## src/rtl/beta_pkg.sv

```systemverilog
// Shared Beta pipeline definitions: write-back state encoding, default widths
// and instruction field positions.
package beta_pkg;

    typedef enum logic [1:0] {
        IDLE    = 2'd0,
        RETIRE  = 2'd1,
        WAIT_LD = 2'd2
    } wb_state_t;

    localparam int XLEN_DEF     = 32;
    localparam int ZERO_REG_DEF = 31;
    localparam int IR_W         = 32;
    localparam int OPC_MSB      = 31;
    localparam int RC_MSB       = 25;
    localparam int RC_LSB       = 21;

endpackage

```

## src/rtl/wb_stage_if.sv

```systemverilog
// MEM-to-WB handshake/datapath bundle plus the register-file write port and
// the load bypass/hazard signals returned to decode.
interface wb_stage_if #(
    parameter int XLEN = 32,
    parameter int RA_W = 5
);
    logic            in_valid;
    logic            in_ready;
    logic [XLEN-1:0] pc;
    logic [31:0]     ir;
    logic [XLEN-1:0] y;
    logic            op_ld;
    logic            op_st;
    logic            op_jump;
    logic            mem_rd_valid;
    logic [XLEN-1:0] mem_rd;
    logic            rf_we;
    logic [RA_W-1:0] rf_w_addr;
    logic [XLEN-1:0] rf_w_data;
    logic            byp_pending;
    logic [RA_W-1:0] byp_pend_addr;

    modport master (
        output in_valid, pc, ir, y, op_ld, op_st, op_jump, mem_rd_valid, mem_rd,
        input  in_ready, rf_we, rf_w_addr, rf_w_data, byp_pending, byp_pend_addr
    );

    modport slave (
        input  in_valid, pc, ir, y, op_ld, op_st, op_jump, mem_rd_valid, mem_rd,
        output in_ready, rf_we, rf_w_addr, rf_w_data, byp_pending, byp_pend_addr
    );
endinterface

```

## src/rtl/wb_ld_timer.sv

```systemverilog
// Saturating wait counter for outstanding loads; expired is high once the
// count has reached LD_TIMEOUT.
module wb_ld_timer #(
    parameter int LD_TIMEOUT = 15
) (
    input  logic clk,
    input  logic rst,
    input  logic clr,
    input  logic en,
    output logic expired
);
    localparam int TW = (LD_TIMEOUT < 1) ? 1 : $clog2(LD_TIMEOUT + 1);

    logic [TW-1:0] cnt_q;
    logic [TW-1:0] cnt_d;

    assign expired = (cnt_q == TW'(LD_TIMEOUT));

    // Next count: clear wins, then count up until saturated.
    always_comb begin
        cnt_d = cnt_q;
        if (clr) begin
            cnt_d = {TW{1'b0}};
        end else if (en && !expired) begin
            cnt_d = cnt_q + TW'(1);
        end else begin
            cnt_d = cnt_q;
        end
    end

    // Counter register.
    always_ff @(posedge clk or posedge rst) begin
        if (rst) begin
            cnt_q <= {TW{1'b0}};
        end else begin
            cnt_q <= cnt_d;
        end
    end
endmodule

```

## src/rtl/wb_stage.sv

```systemverilog
// Beta write-back stage: registers MEM results under valid/ready, waits for
// late load data with a timeout, and drives the RF write port and bypass info.
module wb_stage
    import beta_pkg::*;
#(
    parameter int XLEN       = XLEN_DEF,
    parameter int RA_W       = 5,
    parameter int ZERO_REG   = ZERO_REG_DEF,
    parameter int LD_TIMEOUT = 15,
    parameter int CNT_W      = 32
) (
    input  logic             clk,
    input  logic             rst,
    wb_stage_if.slave        bus,
    output logic [IR_W-1:0]  ir_next,
    output logic [CNT_W-1:0] retire_count,
    output logic             mem_err
);
    localparam logic [RA_W-1:0] ZERO_ADDR = RA_W'(ZERO_REG);

    wb_state_t        state_q, state_d;
    logic [XLEN-1:0]  pc_q, pc_d;
    logic [IR_W-1:0]  ir_q, ir_d;
    logic [XLEN-1:0]  y_q, y_d;
    logic             op_ld_q, op_ld_d;
    logic             op_st_q, op_st_d;
    logic             op_jump_q, op_jump_d;
    logic [XLEN-1:0]  ld_data_q, ld_data_d;
    logic [CNT_W-1:0] retire_count_q, retire_count_d;
    logic             mem_err_q, mem_err_d;

    logic             in_ready_s;
    logic             transfer_s;
    logic             tmr_expired_s;
    logic [RA_W-1:0]  rc_s;

    assign in_ready_s = (state_q != WAIT_LD);
    assign transfer_s = bus.in_valid && in_ready_s;
    assign rc_s       = ir_q[RC_LSB +: RA_W];

    wb_ld_timer #(
        .LD_TIMEOUT (LD_TIMEOUT)
    ) u_ld_timer (
        .clk     (clk),
        .rst     (rst),
        .clr     (state_q != WAIT_LD),
        .en      ((state_q == WAIT_LD) && !bus.mem_rd_valid),
        .expired (tmr_expired_s)
    );

    // Next-state and stage-register capture.
    always_comb begin
        state_d        = state_q;
        pc_d           = pc_q;
        ir_d           = ir_q;
        y_d            = y_q;
        op_ld_d        = op_ld_q;
        op_st_d        = op_st_q;
        op_jump_d      = op_jump_q;
        ld_data_d      = ld_data_q;
        mem_err_d      = mem_err_q;
        retire_count_d = retire_count_q;

        if (state_q == RETIRE) begin
            retire_count_d = retire_count_q + CNT_W'(1);
        end else begin
            retire_count_d = retire_count_q;
        end

        case (state_q)
            IDLE, RETIRE: begin
                if (transfer_s) begin
                    pc_d      = bus.pc;
                    ir_d      = bus.ir;
                    y_d       = bus.y;
                    op_ld_d   = bus.op_ld;
                    op_st_d   = bus.op_st;
                    op_jump_d = bus.op_jump;
                    if (!bus.op_ld) begin
                        state_d = RETIRE;
                    end else if (bus.mem_rd_valid) begin
                        ld_data_d = bus.mem_rd;
                        state_d   = RETIRE;
                    end else begin
                        state_d = WAIT_LD;
                    end
                end else begin
                    state_d = IDLE;
                end
            end
            // Data arriving in the final timer cycle still completes the load.
            WAIT_LD: begin
                if (bus.mem_rd_valid) begin
                    ld_data_d = bus.mem_rd;
                    state_d   = RETIRE;
                end else if (tmr_expired_s) begin
                    mem_err_d = 1'b1;
                    state_d   = IDLE;
                end else begin
                    state_d = WAIT_LD;
                end
            end
            default: begin
                state_d = IDLE;
            end
        endcase
    end

    // Stage registers, retire counter and sticky error flag.
    always_ff @(posedge clk or posedge rst) begin
        if (rst) begin
            state_q        <= IDLE;
            pc_q           <= {XLEN{1'b0}};
            ir_q           <= {IR_W{1'b0}};
            y_q            <= {XLEN{1'b0}};
            op_ld_q        <= 1'b0;
            op_st_q        <= 1'b0;
            op_jump_q      <= 1'b0;
            ld_data_q      <= {XLEN{1'b0}};
            retire_count_q <= {CNT_W{1'b0}};
            mem_err_q      <= 1'b0;
        end else begin
            state_q        <= state_d;
            pc_q           <= pc_d;
            ir_q           <= ir_d;
            y_q            <= y_d;
            op_ld_q        <= op_ld_d;
            op_st_q        <= op_st_d;
            op_jump_q      <= op_jump_d;
            ld_data_q      <= ld_data_d;
            retire_count_q <= retire_count_d;
            mem_err_q      <= mem_err_d;
        end
    end

    // Write-data select and bypass address, decoded from stage registers.
    always_comb begin
        bus.rf_w_data     = y_q;
        bus.byp_pend_addr = {RA_W{1'b0}};
        if (op_ld_q) begin
            bus.rf_w_data = ld_data_q;
        end else if (op_jump_q) begin
            bus.rf_w_data = pc_q;
        end else begin
            bus.rf_w_data = y_q;
        end
        if (bus.byp_pending) begin
            bus.byp_pend_addr = rc_s;
        end else begin
            bus.byp_pend_addr = {RA_W{1'b0}};
        end
    end

    assign bus.in_ready    = in_ready_s;
    assign bus.rf_we       = (state_q == RETIRE) && !op_st_q && (rc_s != ZERO_ADDR);
    assign bus.rf_w_addr   = rc_s;
    assign bus.byp_pending = (state_q == WAIT_LD) && (rc_s != ZERO_ADDR);
    assign ir_next         = ir_q;
    assign retire_count    = retire_count_q;
    assign mem_err         = mem_err_q;
endmodule

```

## src/flat_wrapper.sv

```systemverilog
// flat-port wrapper written by rule: the top's interface ports become plain ports
module wb_stage_flat import beta_pkg::*;
#(
    parameter int XLEN       = XLEN_DEF,
    parameter int RA_W       = 5,
    parameter int ZERO_REG   = ZERO_REG_DEF,
    parameter int LD_TIMEOUT = 15,
    parameter int CNT_W      = 32
)
  (clk, rst, ir_next, retire_count, mem_err, bus_in_valid, bus_pc, bus_ir, bus_y, bus_op_ld, bus_op_st, bus_op_jump, bus_mem_rd_valid, bus_mem_rd, bus_in_ready, bus_rf_we, bus_rf_w_addr, bus_rf_w_data, bus_byp_pending, bus_byp_pend_addr);
  wb_stage_if #(.XLEN(XLEN), .RA_W(RA_W)) bus_i ();
  input  logic clk;
  input  logic rst;
  output logic [IR_W-1:0] ir_next;
  output logic [CNT_W-1:0] retire_count;
  output logic mem_err;
  input wire logic [$bits(bus_i.in_valid)-1:0] bus_in_valid;
  input wire logic [$bits(bus_i.pc)-1:0] bus_pc;
  input wire logic [$bits(bus_i.ir)-1:0] bus_ir;
  input wire logic [$bits(bus_i.y)-1:0] bus_y;
  input wire logic [$bits(bus_i.op_ld)-1:0] bus_op_ld;
  input wire logic [$bits(bus_i.op_st)-1:0] bus_op_st;
  input wire logic [$bits(bus_i.op_jump)-1:0] bus_op_jump;
  input wire logic [$bits(bus_i.mem_rd_valid)-1:0] bus_mem_rd_valid;
  input wire logic [$bits(bus_i.mem_rd)-1:0] bus_mem_rd;
  output wire logic [$bits(bus_i.in_ready)-1:0] bus_in_ready;
  output wire logic [$bits(bus_i.rf_we)-1:0] bus_rf_we;
  output wire logic [$bits(bus_i.rf_w_addr)-1:0] bus_rf_w_addr;
  output wire logic [$bits(bus_i.rf_w_data)-1:0] bus_rf_w_data;
  output wire logic [$bits(bus_i.byp_pending)-1:0] bus_byp_pending;
  output wire logic [$bits(bus_i.byp_pend_addr)-1:0] bus_byp_pend_addr;
  assign bus_i.in_valid = bus_in_valid;
  assign bus_i.pc = bus_pc;
  assign bus_i.ir = bus_ir;
  assign bus_i.y = bus_y;
  assign bus_i.op_ld = bus_op_ld;
  assign bus_i.op_st = bus_op_st;
  assign bus_i.op_jump = bus_op_jump;
  assign bus_i.mem_rd_valid = bus_mem_rd_valid;
  assign bus_i.mem_rd = bus_mem_rd;
  assign bus_in_ready = bus_i.in_ready;
  assign bus_rf_we = bus_i.rf_we;
  assign bus_rf_w_addr = bus_i.rf_w_addr;
  assign bus_rf_w_data = bus_i.rf_w_data;
  assign bus_byp_pending = bus_i.byp_pending;
  assign bus_byp_pend_addr = bus_i.byp_pend_addr;
  wb_stage #(.XLEN(XLEN), .RA_W(RA_W), .ZERO_REG(ZERO_REG), .LD_TIMEOUT(LD_TIMEOUT), .CNT_W(CNT_W)) u_core (.clk(clk), .rst(rst), .bus(bus_i), .ir_next(ir_next), .retire_count(retire_count), .mem_err(mem_err));
endmodule
```

## config.mk

```make
export PLATFORM = sky130hd
export DESIGN_NAME = wb_stage_flat
export DESIGN_NICKNAME = d
export VERILOG_FILES = /design/src/rtl/beta_pkg.sv /design/src/rtl/wb_stage_if.sv /design/src/rtl/wb_ld_timer.sv /design/src/rtl/wb_stage.sv /design/src/flat_wrapper.sv
export SDC_FILE = /design/constraint.sdc
export NUM_CORES = 1
export LEC_CHECK = 0
export CORE_ASPECT_RATIO = 0.75
export CORE_MARGIN = 2
export CORE_UTILIZATION = 30
export CTS_CLUSTER_SIZE = 10
export DETAILED_ROUTE_END_ITERATION = 8
export DONT_BUFFER_PORTS = 1
export PLACE_DENSITY = 0.5
export REMOVE_ABC_BUFFERS = 1
export SLEW_MARGIN = 20
export SYNTH_ARGS = -nofsm -noshare
export SYNTH_HDL_FRONTEND = slang
export SYNTH_SLANG_ARGS = --single-unit
```

## constraint.sdc

```tcl
create_clock -name clk -period 10.6 [get_ports clk]
set_input_delay 1.06 -clock clk [delete_from_list [all_inputs] [get_ports clk]]
set_output_delay 1.06 -clock clk [all_outputs]
set_load 0.05 [all_outputs]
```

# After elaboration in Yosys (flattened, before gate mapping)
# Cells that the tools add are included.
[totals]
regBits = 170
inputBits = 135
out_inout_bits = 110
elab_cells = 52
[op_classes]
add_sub_neg = 2
n_eq_ne = 7
n_mux = 15
n_bitwise = 1
n_reduce_logical = 16
[ops]
columns = ["operator", "count"]
rows = [
  ["$mux W32", 5],
  ["$pmux W32 S2", 1],
  ["$add A32 B1 Y32 const B", 1],
  ["$mux W2", 5],
  ["$mux W4", 2],
  ["$logic_and A1 B1 Y1", 6],
  ["$reduce_and A3 Y1", 2],
  ["$mux W5", 1],
  ["$ne A5 B5 Y1 const B", 1],
  ["$add A4 B1 Y4 const B", 1],
  ["$eq A4 B4 Y1 const B", 1],
  ["$ne A2 B2 Y1 const B", 2],
  ["$pmux W2 S2", 1],
  ["$reduce_bool A2 Y1", 2],
  ["$logic_not A1 Y1", 3],
  ["$eq A2 B1 Y1 const B", 1],
  ["$eq A2 B2 Y1 const B", 1],
  ["$logic_not A2 Y1", 1],
  ["$ne A2 B1 Y1 const B", 1],
  ["$reduce_and A2 Y1", 1],
  ["$reduce_or A2 Y1", 1],
  ["$not A1 Y1", 1],
]

# Logic depth before layout (Yosys ltp)
# Gate-level depths: netlist of run 1.
[depth]
ltp_word = 5
depth_mapped = 6
mapped_depth_nobuf = 5

# Hierarchy
# From an unflattened synthesis of run 1, not the netlist that was laid out.
[hier_totals]
cells_unflattened = 775
area_unflattened_um2 = 7464.7
[modules_own_cells]
columns = ["mod", "instances", "cells_per_inst", "area_per_inst_um2", "seq_area_each_um2"]
rows = [
  ["wb_stage", 1, 754, 7231.9, 4154.0],
  ["wb_ld_timer", 1, 21, 232.7, 100.1],
]

# Worst setup path before layout of run 1
# OpenSTA, ideal clock, no wires.
[synth_path]
kind = "flip-flop to output port"
start = "reg u_core.state_q[0]"
end = "out bus_byp_pend_addr[0]"
arrival_ps = 2105
required_time_ps = 9540
path_slack_ps = 7435
path_stages_with_launch = 5
n_path_buf = 0
path_cell_list = "dfrtp_1 -> and2b_2 -> inv_2 -> nor2_1 -> and2_1"
[synth_via]
elab_chain_cells = 3
[synth_lines]
columns = ["element", "line_no", "text"]
rows = [
  ["start, declared", "wb_stage.sv:21", "wb_state_t state_q, state_d;"],
  ["start signal, assigned", "wb_stage.sv:123", "state_q <= state_d;"],
  ["$eq A2 B2 Y1", "wb_stage.sv:157", "assign bus.byp_pending = (state_q == WAIT_LD) && (rc_s != ZERO_ADDR);"],
  ["$logic_and A1 B1 Y1", "wb_stage.sv:157", ""],
  ["via bus_byp_pending", "flat_wrapper.sv:30", "output wire logic [$bits(bus_i.byp_pending)-1:0] bus_byp_pending;"],
  ["$mux W5", "wb_stage.sv:147", "if (bus.byp_pending) begin"],
  ["end, declared", "flat_wrapper.sv:31", "output wire logic [$bits(bus_i.byp_pend_addr)-1:0] bus_byp_pend_addr;"],
]
# The timed path passes the listed nets, and every way through them passes these cells.

# Worst setup path in the final report of run 1
[layout_path]
start = "reg u_core.ir_q[25], in the netlist u_core.ir_next[25]"
end = "out bus_byp_pend_addr[0]"
[layout_via]
elab_chain_cells = 3
[layout_lines]
columns = ["element", "line_no", "text"]
rows = [
  ["start, declared", "wb_stage.sv:23", "logic [IR_W-1:0] ir_q, ir_d;"],
  ["start signal, assigned", "wb_stage.sv:114", "ir_q <= {IR_W{1'b0}};"],
  ["start signal, assigned", "wb_stage.sv:125", "ir_q <= ir_d;"],
  ["$ne A5 B5 Y1", "wb_stage.sv:157", ""],
  ["$logic_and A1 B1 Y1", "wb_stage.sv:157", ""],
  ["via bus_byp_pending", "flat_wrapper.sv:30", ""],
  ["$mux W5", "wb_stage.sv:147", ""],
]
# The timed path passes the listed nets, and every way through them passes these cells.

==> flow_metrics.env, run 1 <==
export IMPL_status="finished, final reports clean"
export IMPL_core_rowCount=49
export IMPL_die_w_um=185
export IMPL_worstSetupEndpointType="primary output"
export IMPL_drt_iter0_markers=234
export IMPL_dieArea_um2=25900
export IMPL_drcViolationCount=0
export IMPL_slew_headroom_pct=28.9
export IMPL_hold_viol_final=0
export IMPL_grt_pass1_wl_um=28800
export IMPL_min_period_over_period_pct=37.3
export IMPL_peakVddDrop_mv=0.110
export IMPL_p_per_area_nw_per_um2=232
export IMPL_ys_seq_area_share_pct=57.6
export IMPL_instances_no_fill=1092
export IMPL_finalMaxSlewViolations=0
export IMPL_drtAntennaViolNets=0
export IMPL_die_height_um=140
export IMPL_ys_seq_elements=170
export IMPL_yosysWarnings=0
export IMPL_grt_max_degree=101
export IMPL_cp_max_fo=6
export IMPL_layout_commonest_cell="nand2_1"
export IMPL_clk_path_buf_depth=2
export IMPL_maxCapViolations=0
export IMPL_first_global_vias=5209
export IMPL_nets=886
export IMPL_area_growth_pct=12.8
export IMPL_cts_max_level=4
export IMPL_post_route_util_pct=34.6
export IMPL_initial_core_util_pct=30.7
export IMPL_synth_distinct_cells=36
export IMPL_grt_overflow_total=0
export IMPL_clkSinkCount=170
export IMPL_hp_class="flop to flop"
export IMPL_clk_latency_ns=0.43
export IMPL_nFillCells=2449
export IMPL_critPathArrivalTime_ns=2.89
export IMPL_wire_per_inst_um=16.7
export IMPL_clock_root_buffer="clkbuf_16"
export IMPL_setup_viol_count_final=0
export IMPL_routabilityCongestion=0.724
export IMPL_fin_tns_setup_ns=0
export IMPL_worst_slew_pin_slew_ns=1.06
export IMPL_place_inst=1060
export IMPL_syn_area_um2=7390
export IMPL_reg2reg_setup_slack_ns=8.19
export IMPL_rsz0062_at_grt="no"
export IMPL_cts_tree="built"
export IMPL_layout_common_cells="nand2_1, dfrtp_1, mux2_2"
export IMPL_postSynthCellCount=766
export IMPL_first_pass_iters=6
export IMPL_num_vias=5057
export IMPL_ioPinCount=245
export IMPL_criticalPathCategory="flop to primary output"
export IMPL_drive_gt1_share_pct=10.8
export IMPL_cts_hold_buffers=0
export IMPL_io_buffers=0
export IMPL_totalWireLength_um=18300
export IMPL_viasPerCell=4.63
export IMPL_finalClockSkew_ns=0.00671
export IMPL_post_cts_buffers=0
export IMPL_hpwl_um=12100
export IMPL_grt_usage_pct=14.6
export IMPL_crit_required_ns=9.54
export IMPL_start_kind="flop"
export IMPL_p_leak_uw=0.00403
export IMPL_holdWs_ns=0.472
export IMPL_synth_area_per_cell_um2=9.65
export IMPL_path_clk_slew_ns=0.07
export IMPL_numCtsBuffers=17
export IMPL_core_um2=24100
export IMPL_cts_resized_gates=0
export IMPL_period_minus_slack_ns=3.95
export IMPL_antenna_found_initial=1
export IMPL_timing_fmax_mhz=253
synthesized netlist by cell type (all sizes together):
cell / instances / share of area [%]
and3: 3 / 0.25
nand4: 12 / 1.1
nand3b: 2 / 0.20
clkbuf: 28 / 1.4
and2b: 1 / 0.12
a41o: 1 / 0.14
mux2i: 32 / 4.3
nand2b: 2 / 0.17
nor2: 10 / 0.51
and4: 2 / 0.24
nand4b: 1 / 0.12
nand3: 19 / 1.4
dfrtp: 170 / 58
nor4: 5 / 0.91
buf: 14 / 1.1
and2: 7 / 0.59
xor2: 6 / 0.71
a21oi: 1 / 0.068
ha: 2 / 0.34
inv: 7 / 0.36
o21ai: 39 / 2.6
a21bo: 1 / 0.14
or3: 1 / 0.085
nor2b: 2 / 0.17
nor3: 2 / 0.14
a311o: 1 / 0.14
mux2: 33 / 5.0
xnor2: 25 / 3.0
nand2: 337 / 17
cells by family (layout without fill, tap and decap cells):
kind of cell / count (synthesis) / after routing / synth area share (%)
AND/OR/NAND/NOR: 406 / 406 / 23.1
flip-flops: 170 / 170 / 57.6
multiplexers: 65 / 65 / 9.36
buffers and inverters: 49 / 43 / 2.86
AO/OA/AOI/OAI: 43 / 43 / 3.12
XOR/XNOR: 31 / 31 / 3.67
adder cells (fa/ha/maj): 2 / 2 / 0.339
other: 0 / 1 / 0
cell type report:
| type | count | area [µm²] | area share [%] |
|---|---|---|---|
| clock inverters | 10 | 168 | 2.01 |
| clock buffers | 20 | 457 | 5.48 |
| diodes | 1 | 2.50 | 0.0300 |
| repair buffers | 6 | 61.3 | 0.735 |
| well taps | 331 | 414 | 4.97 |
| flip-flops and latches | 170 | 4260 | 51.1 |
| multi-input cells | 547 | 2940 | 35.3 |
| inverters | 7 | 31.3 | 0.375 |
per-layer routing:
metal  GRT usage, %  vias to the layer above  wire (µm)
li1               -                     2429          -
met1           18.9                     2412       8320
met2           21.5                      194       7830
met3           6.45                       22       1800
met4           5.76                        0        329
met5              0                        -          0
power by group:
group          total, µW  internal (µW)  switching, µW
logic                333           92.2            241
registers            924            740            184
clock network        673            406            267
worst paths after layout:
path	startpoint	endpoint	cells past startpoint
setup / recovery	u_core.ir_next[25]	bus_byp_pend_addr[0]	4
hold / removal	u_core.y_q[7]	u_core.y_q[7]	2
setup reg to reg	u_core.state_q[1]	u_core.ld_data_q[14]	4
hold reg to reg	u_core.y_q[7]	u_core.y_q[7]	2
max in group asynchronous	rst	u_core.ld_data_q[19]	2
min in group asynchronous	rst	u_core.retire_count[9]	1
per-stage QoR:
step / worst slack, ns / power [µW] / instance area [µm²]
2_1_floorplan: 4.93 / 1200 / 7200
3_3_place_gp: 7.08 / 1270 / 7680
3_5_place_dp: 7.09 / 1280 / 7680
4_1_cts: 6.59 / 1960 / 8310
5_1_grt: 6.54 / 2030 / 8340
6_report: 6.65 / 1930 / 8340
critical path: stages (launching register included):
cell,delay (ns)
dfrtp_1,0.76
nand3_1,0.24
nor2_1,0.08
nor2_1,0.80
and2_1,0.57
flip-flops by register name, indices dropped and copies added (netlist names):
name and flops:
u_core.mem_err 1, u_core.pc_q 32, u_core.u_ld_timer.cnt_q 4, u_core.retire_count 32, u_core.op_jump_q 1, u_core.state_q 2, u_core.op_ld_q 1, u_core.op_st_q 1
u_core.y_q 32, u_core.ld_data_q 32, u_core.ir_next 32
No activity file was read; power rests on OpenSTA's default activity.
==> run 2: changes to the inputs <==
- PLACE_DENSITY: 0.5 -> 0.51
- clock period: 10.6 -> 3.55 ns (I/O delays scaled with it)
==> flow_metrics.env, run 2 (same netlist as run 1, synthesis figures left out) <==
export IMPL_slew_headroom_pct=30.6
export IMPL_place_inst=1085
export IMPL_cpLargestDelayFamily="compound AO/OA/AOI/OAI gates"
export IMPL_routabilityCongestion=0.735
export IMPL_drtAntennaViolNets=0
export IMPL_post_place_ws_ns=1.25
export IMPL_core_um2=24100
export IMPL_clkSinkCount=170
export IMPL_worst_slew_pin_slew_ns=1.03
export IMPL_io_buffers=0
export IMPL_fin_tns_setup_ns=0
export IMPL_hold_viol_final=2
export IMPL_clk_path_buf_depth=2
export IMPL_finalClockSkew_ns=0.00928
export IMPL_timing_fmax_mhz=391
export IMPL_criticalPathCategory="flop to primary output"
export IMPL_layout_commonest_cell="nand2_1"
export IMPL_area_growth_pct=14.9
export IMPL_core_rowCount=49
export IMPL_max_stage_delay_ns=0.79
export IMPL_num_vias=5106
export IMPL_min_period_over_period_pct=72.0
export IMPL_nets=910
export IMPL_dieArea_um2=25900
export IMPL_reg2reg_setup_slack_ns=1.27
export IMPL_grt_pass1_wl_um=28400
export IMPL_crit_buf_inv=0
export IMPL_report_power_total_uw=5700
export IMPL_antenna_found_initial=2
export IMPL_drcViolationCount=0
export IMPL_clk_latency_ns=0.42
export IMPL_grt_usage_pct=14.3
export IMPL_r2r_start="u_core.retire_count[0]"
export IMPL_period_minus_slack_ns=2.56
export IMPL_cts_tree="built"
export IMPL_first_global_vias=4975
export IMPL_hpwl_um=12200
export IMPL_holdWs_ns=-0.0111
export IMPL_path_clk_slew_ns=0.07
export IMPL_finalMaxSlewViolations=0
export IMPL_maxCapViolations=0
export IMPL_p_leak_uw=0.00413
export IMPL_instances_no_fill=1117
export IMPL_rr_endpoint="u_core.retire_count[26]"
export IMPL_viasPerCell=4.57
export IMPL_die_w_um=185
export IMPL_start_kind="flop"
export IMPL_hp_class="primary input to async pin"
export IMPL_ioPinCount=245
export IMPL_first_pass_iters=4
export IMPL_p_per_area_nw_per_um2=672
export IMPL_setup_viol_count_final=0
export IMPL_cts_max_level=4
export IMPL_grt_max_degree=102
export IMPL_clock_root_buffer="clkbuf_16"
export IMPL_critPathLaunch="u_core.op_jump_q"
export IMPL_setup_slack_ns=0.993
export IMPL_initial_core_util_pct=30.7
export IMPL_reg2reg_depth=5
export IMPL_post_cts_buffers=0
export IMPL_wire_per_inst_um=16.4
export IMPL_peakVddDrop_mv=0.309
export IMPL_critPathArrivalTime_ns=2.20
export IMPL_totalWireLength_um=18300
export IMPL_violations="hold timing"
export IMPL_crit_required_ns=3.19
export IMPL_rsz0062_at_grt="no"
export IMPL_status="finished, violations left"
export IMPL_numCtsBuffers=17
export IMPL_drt_iter0_markers=288
export IMPL_cts_resized_gates=0
export IMPL_worstPathCellList="mux2i_1 -> o21ai_1"
export IMPL_cts_hold_buffers=0
export IMPL_worstSetupEndpointType="primary output"
export IMPL_layout_common_cells="nand2_1, dfrtp_1, mux2_2"
export IMPL_critPathSlowestCell="o21ai_1"
export IMPL_cp_max_fo=17
export IMPL_grt_overflow_total=0
export IMPL_die_height_um=140
export IMPL_drive_gt1_share_pct=13.0
[run 2: per-stage QoR]
step | cell area [µm²] | hold WS (ns) | util, %
final | 8490 | -0.0111 | 35.2
after floorplan | 7200 | 0.445 | -
after CTS | 8480 | 0.00539 | 35.2
after detailed placement | 7910 | 0.461 | 32.8
after global routing | 8480 | 0.00491 | 35.2
after global placement | 7880 | 0.459 | 32.7
[run 2: where the power goes]
group | internal [µW] | leakage (µW) | total [µW] | switching, µW
clock | 1120 | 0.000273 | 1880 | 756
combinational | 349 | 0.00173 | 1140 | 789
sequential | 2210 | 0.00212 | 2690 | 480
[run 2: worst max-delay path by stage]
stage,end,cells after the start
floorplan,u_core.ld_data_q[0],4
global placement,u_core.retire_count[30],5
detailed placement,u_core.retire_count[28],5
CTS,bus_rf_w_data[29],2
global route,bus_rf_w_data[21],4
finish,bus_rf_w_data[29],2
[run 2: layout make-up]
class | count | area [µm²]
Multi-Input combinational cell | 547 | 2940
Fill cell | 2422 | 15600
Clock inverter | 7 | 119
Inverter | 7 | 31.3
Sequential cell | 170 | 4260
Timing Repair Buffer | 30 | 258
Antenna cell | 2 | 5.00
Tap cell | 331 | 414
Clock buffer | 23 | 458
[run 2: routing by layer]
| metal | GRT usage [%] | vias up | part of all wire [%] |
|---|---|---|---|
| li1 | - | 2485 | - |
| met3 | 6.32 | 16 | 9.0 |
| met4 | 4.26 | 0 | 1.3 |
| met5 | 0 | - | 0 |
| met2 | 21.0 | 183 | 43 |
| met1 | 19.0 | 2422 | 46 |
==> run 3: changes to the inputs <==
- ABC_AREA: default -> 1
- clock period: 3.55 -> 2.3 ns (I/O delays scaled with it)
==> flow_metrics.env, run 3 <==
export IMPL_status="finished, final reports clean"
export IMPL_critPathArrivalTime_ns=1.82
export IMPL_worst_slew_pin_slew_ns=0.913
export IMPL_antenna_found_initial=1
export IMPL_p_per_area_nw_per_um2=860
export IMPL_slew_headroom_pct=39.1
export IMPL_report_power_total_uw=9280
export IMPL_start_kind="flop"
export IMPL_io_buffers=0
export IMPL_postSynthCellCount=844
export IMPL_clk_path_buf_depth=2
export IMPL_grt_pass1_wl_um=34300
export IMPL_dieArea_um2=28000
export IMPL_post_place_ws_ns=0.552
export IMPL_synth_distinct_cells=30
export IMPL_routabilityCongestion=0.844
export IMPL_p_leak_uw=0.00504
export IMPL_synth_area_per_cell_um2=9.49
export IMPL_hp_class="primary input to flop"
export IMPL_grt_overflow_total=0
export IMPL_numCtsBuffers=17
export IMPL_setup_slack_ns=0.249
export IMPL_area_growth_pct=34.6
export IMPL_initial_core_util_pct=30.7
export IMPL_setup_viol_count_final=0
export IMPL_hold_viol_final=0
export IMPL_totalWireLength_um=21600
export IMPL_core_um2=26100
export IMPL_finalMaxSlewViolations=0
export IMPL_rsz0062_at_grt="no"
export IMPL_timing_fmax_mhz=488
export IMPL_path_clk_slew_ns=0.07
export IMPL_min_period_over_period_pct=89.2
export IMPL_worstSetupEndpointType="primary output"
export IMPL_die_w_um=193
export IMPL_criticalPathCategory="flop to primary output"
export IMPL_hpwl_um=14500
export IMPL_clk_latency_ns=0.43
export IMPL_nFillCells=2581
export IMPL_yosysTopAreaCellShare_pct=53.1
export IMPL_synth_common_cells="nand2_1, dfrtp_1, inv_1, nor2_1, mux2_2"
export IMPL_cp_max_fo=6
export IMPL_cts_max_level=4
export IMPL_nets=1175
export IMPL_drcViolationCount=0
export IMPL_synth_edf_count=0
export IMPL_first_pass_iters=4
export IMPL_grt_max_degree=139
export IMPL_cts_tree="built"
export IMPL_layout_commonest_cell="nand2_1"
export IMPL_ys_top_cells_by_area="dfrtp_1, mux2_2, nand2_1, inv_1, nor2_1"
export IMPL_clkSinkCount=170
export IMPL_yosys_cell_count_top_type="nand2_1"
export IMPL_period_minus_slack_ns=2.05
export IMPL_wire_per_inst_um=15.5
export IMPL_ioPinCount=245
export IMPL_drtAntennaViolNets=0
export IMPL_ys_seq_elements=170
export IMPL_first_global_vias=6407
export IMPL_ys_seq_area_share_pct=53.1
export IMPL_finalClockSkew_ns=0.00888
export IMPL_die_height_um=145
export IMPL_r2r_start="u_core.state_q[1]"
export IMPL_peakVddDrop_mv=0.730
export IMPL_yosysWarnings=0
export IMPL_clock_root_buffer="clkbuf_16"
export IMPL_layout_common_cells="nand2_1, dfrtp_1, dlygate4sd3_1"
export IMPL_async_reset_ff_share_pct=100
export IMPL_viasPerCell=4.47
export IMPL_syn_area_um2=8010
export IMPL_num_vias=6234
export IMPL_ys_flop_type="dfrtp_1"
export IMPL_critPathLaunch="u_core.state_q[0]"
export IMPL_crit_required_ns=2.07
export IMPL_drt_iter0_markers=225
export IMPL_yosysTopAreaCell="dfrtp_1"
export IMPL_drive_gt1_share_pct=21.0
export IMPL_maxCapViolations=0
export IMPL_min_delay_start="bus_op_ld"
export IMPL_core_rowCount=51
export IMPL_grt_usage_pct=15.7
-- run 3: cell type report --
| type | instances | area (µm²) | share of cell area (%) |
|---|---|---|---|
| diodes | 1 | 2.50 | 0.0232 |
| flip-flops and latches | 170 | 4260 | 39.5 |
| multi-input cells | 527 | 3100 | 28.7 |
| clock inverters | 15 | 136 | 1.26 |
| clock buffers | 17 | 425 | 3.95 |
| repair buffers | 215 | 2030 | 18.8 |
| well taps | 344 | 430 | 3.99 |
| inverters | 107 | 407 | 3.77 |
-- run 3: path summary, 6_finish.rpt --
| check | endpoint | slack [ns] | cells after the start |
|---|---|---|---|
| hold reg to reg | u_core.ld_data_q[7] | 0.48 | 2 |
| setup reg to reg | u_core.state_q[0] | 0.45 | 5 |
| setup / recovery | bus_byp_pend_addr[1] | 0.25 | 6 |
| min in group asynchronous | u_core.ir_next[11] | 0.32 | 2 |
| max in group asynchronous | u_core.ld_data_q[6] | 1.34 | 3 |
| hold / removal | u_core.op_ld_q | 0.06 | 2 |
-- run 3: kinds of logic (layout without fill, tap and decap cells) --
kind of cell    after synthesis  after routing  share of synthesized area [%]
mux                          61             61                           8.58
compound gates              147            147                           12.7
simple gates                304            304                           15.6
flops                       170            170                           53.1
other cells                   0              1                              0
xor+xnor                     13             13                           1.42
buf+inv                     147            354                           8.31
fa+ha+maj                     2              2                          0.312
-- run 3: critical path, cell delays in order (launching register included) --
cell	delay, ns
dfrtp_1	0.39
inv_1	0.07
nand2_2	0.08
inv_1	0.19
o21ai_0	0.29
nor2_1	0.18
buf_4	0.22
-- run 3: report_power, final --
group / internal [µW] / switching, µW
registers: 3400 / 504
clock network: 1520 / 1340
logic: 917 / 1600
-- run 3: metal layers --
| metal | GRT usage (%) | share of wire [%] | wire [µm] | vias to the layer above |
|---|---|---|---|---|
| li1 | - | - | - | 3100 |
| met1 | 21.2 | 47 | 10200 | 2915 |
| met2 | 24.4 | 45 | 9660 | 197 |
| met3 | 4.39 | 6.2 | 1330 | 22 |
| met4 | 5.04 | 1.8 | 398 | 0 |
| met5 | 0 | 0 | 0 | - |
-- run 3: what timing repair did --
item                       4_1_cts  5_1_grt
gates resized for setup          0        0
buffers inserted                 0        0
hold endpoints to repair       185        0
hold buffers                   135        0
setup endpoints to repair        0        0
-- run 3: stage by stage --
step | setup TNS [ns] | hold WS [ns] | cell area [µm²] | instances | util, %
after CTS | 0 | 0.0331 | 10800 | 1395 | 41.3
after global routing | 0 | 0.0758 | 10800 | 1396 | 41.3
after detailed placement | 0 | 0.187 | 8870 | 1228 | 34.0
final | 0 | 0.0587 | 10800 | 1396 | 41.3
after floorplan | -635.68 | 0.342 | 7740 | 804 | -
after global placement | 0 | 0.182 | 8870 | 1228 | 34.0
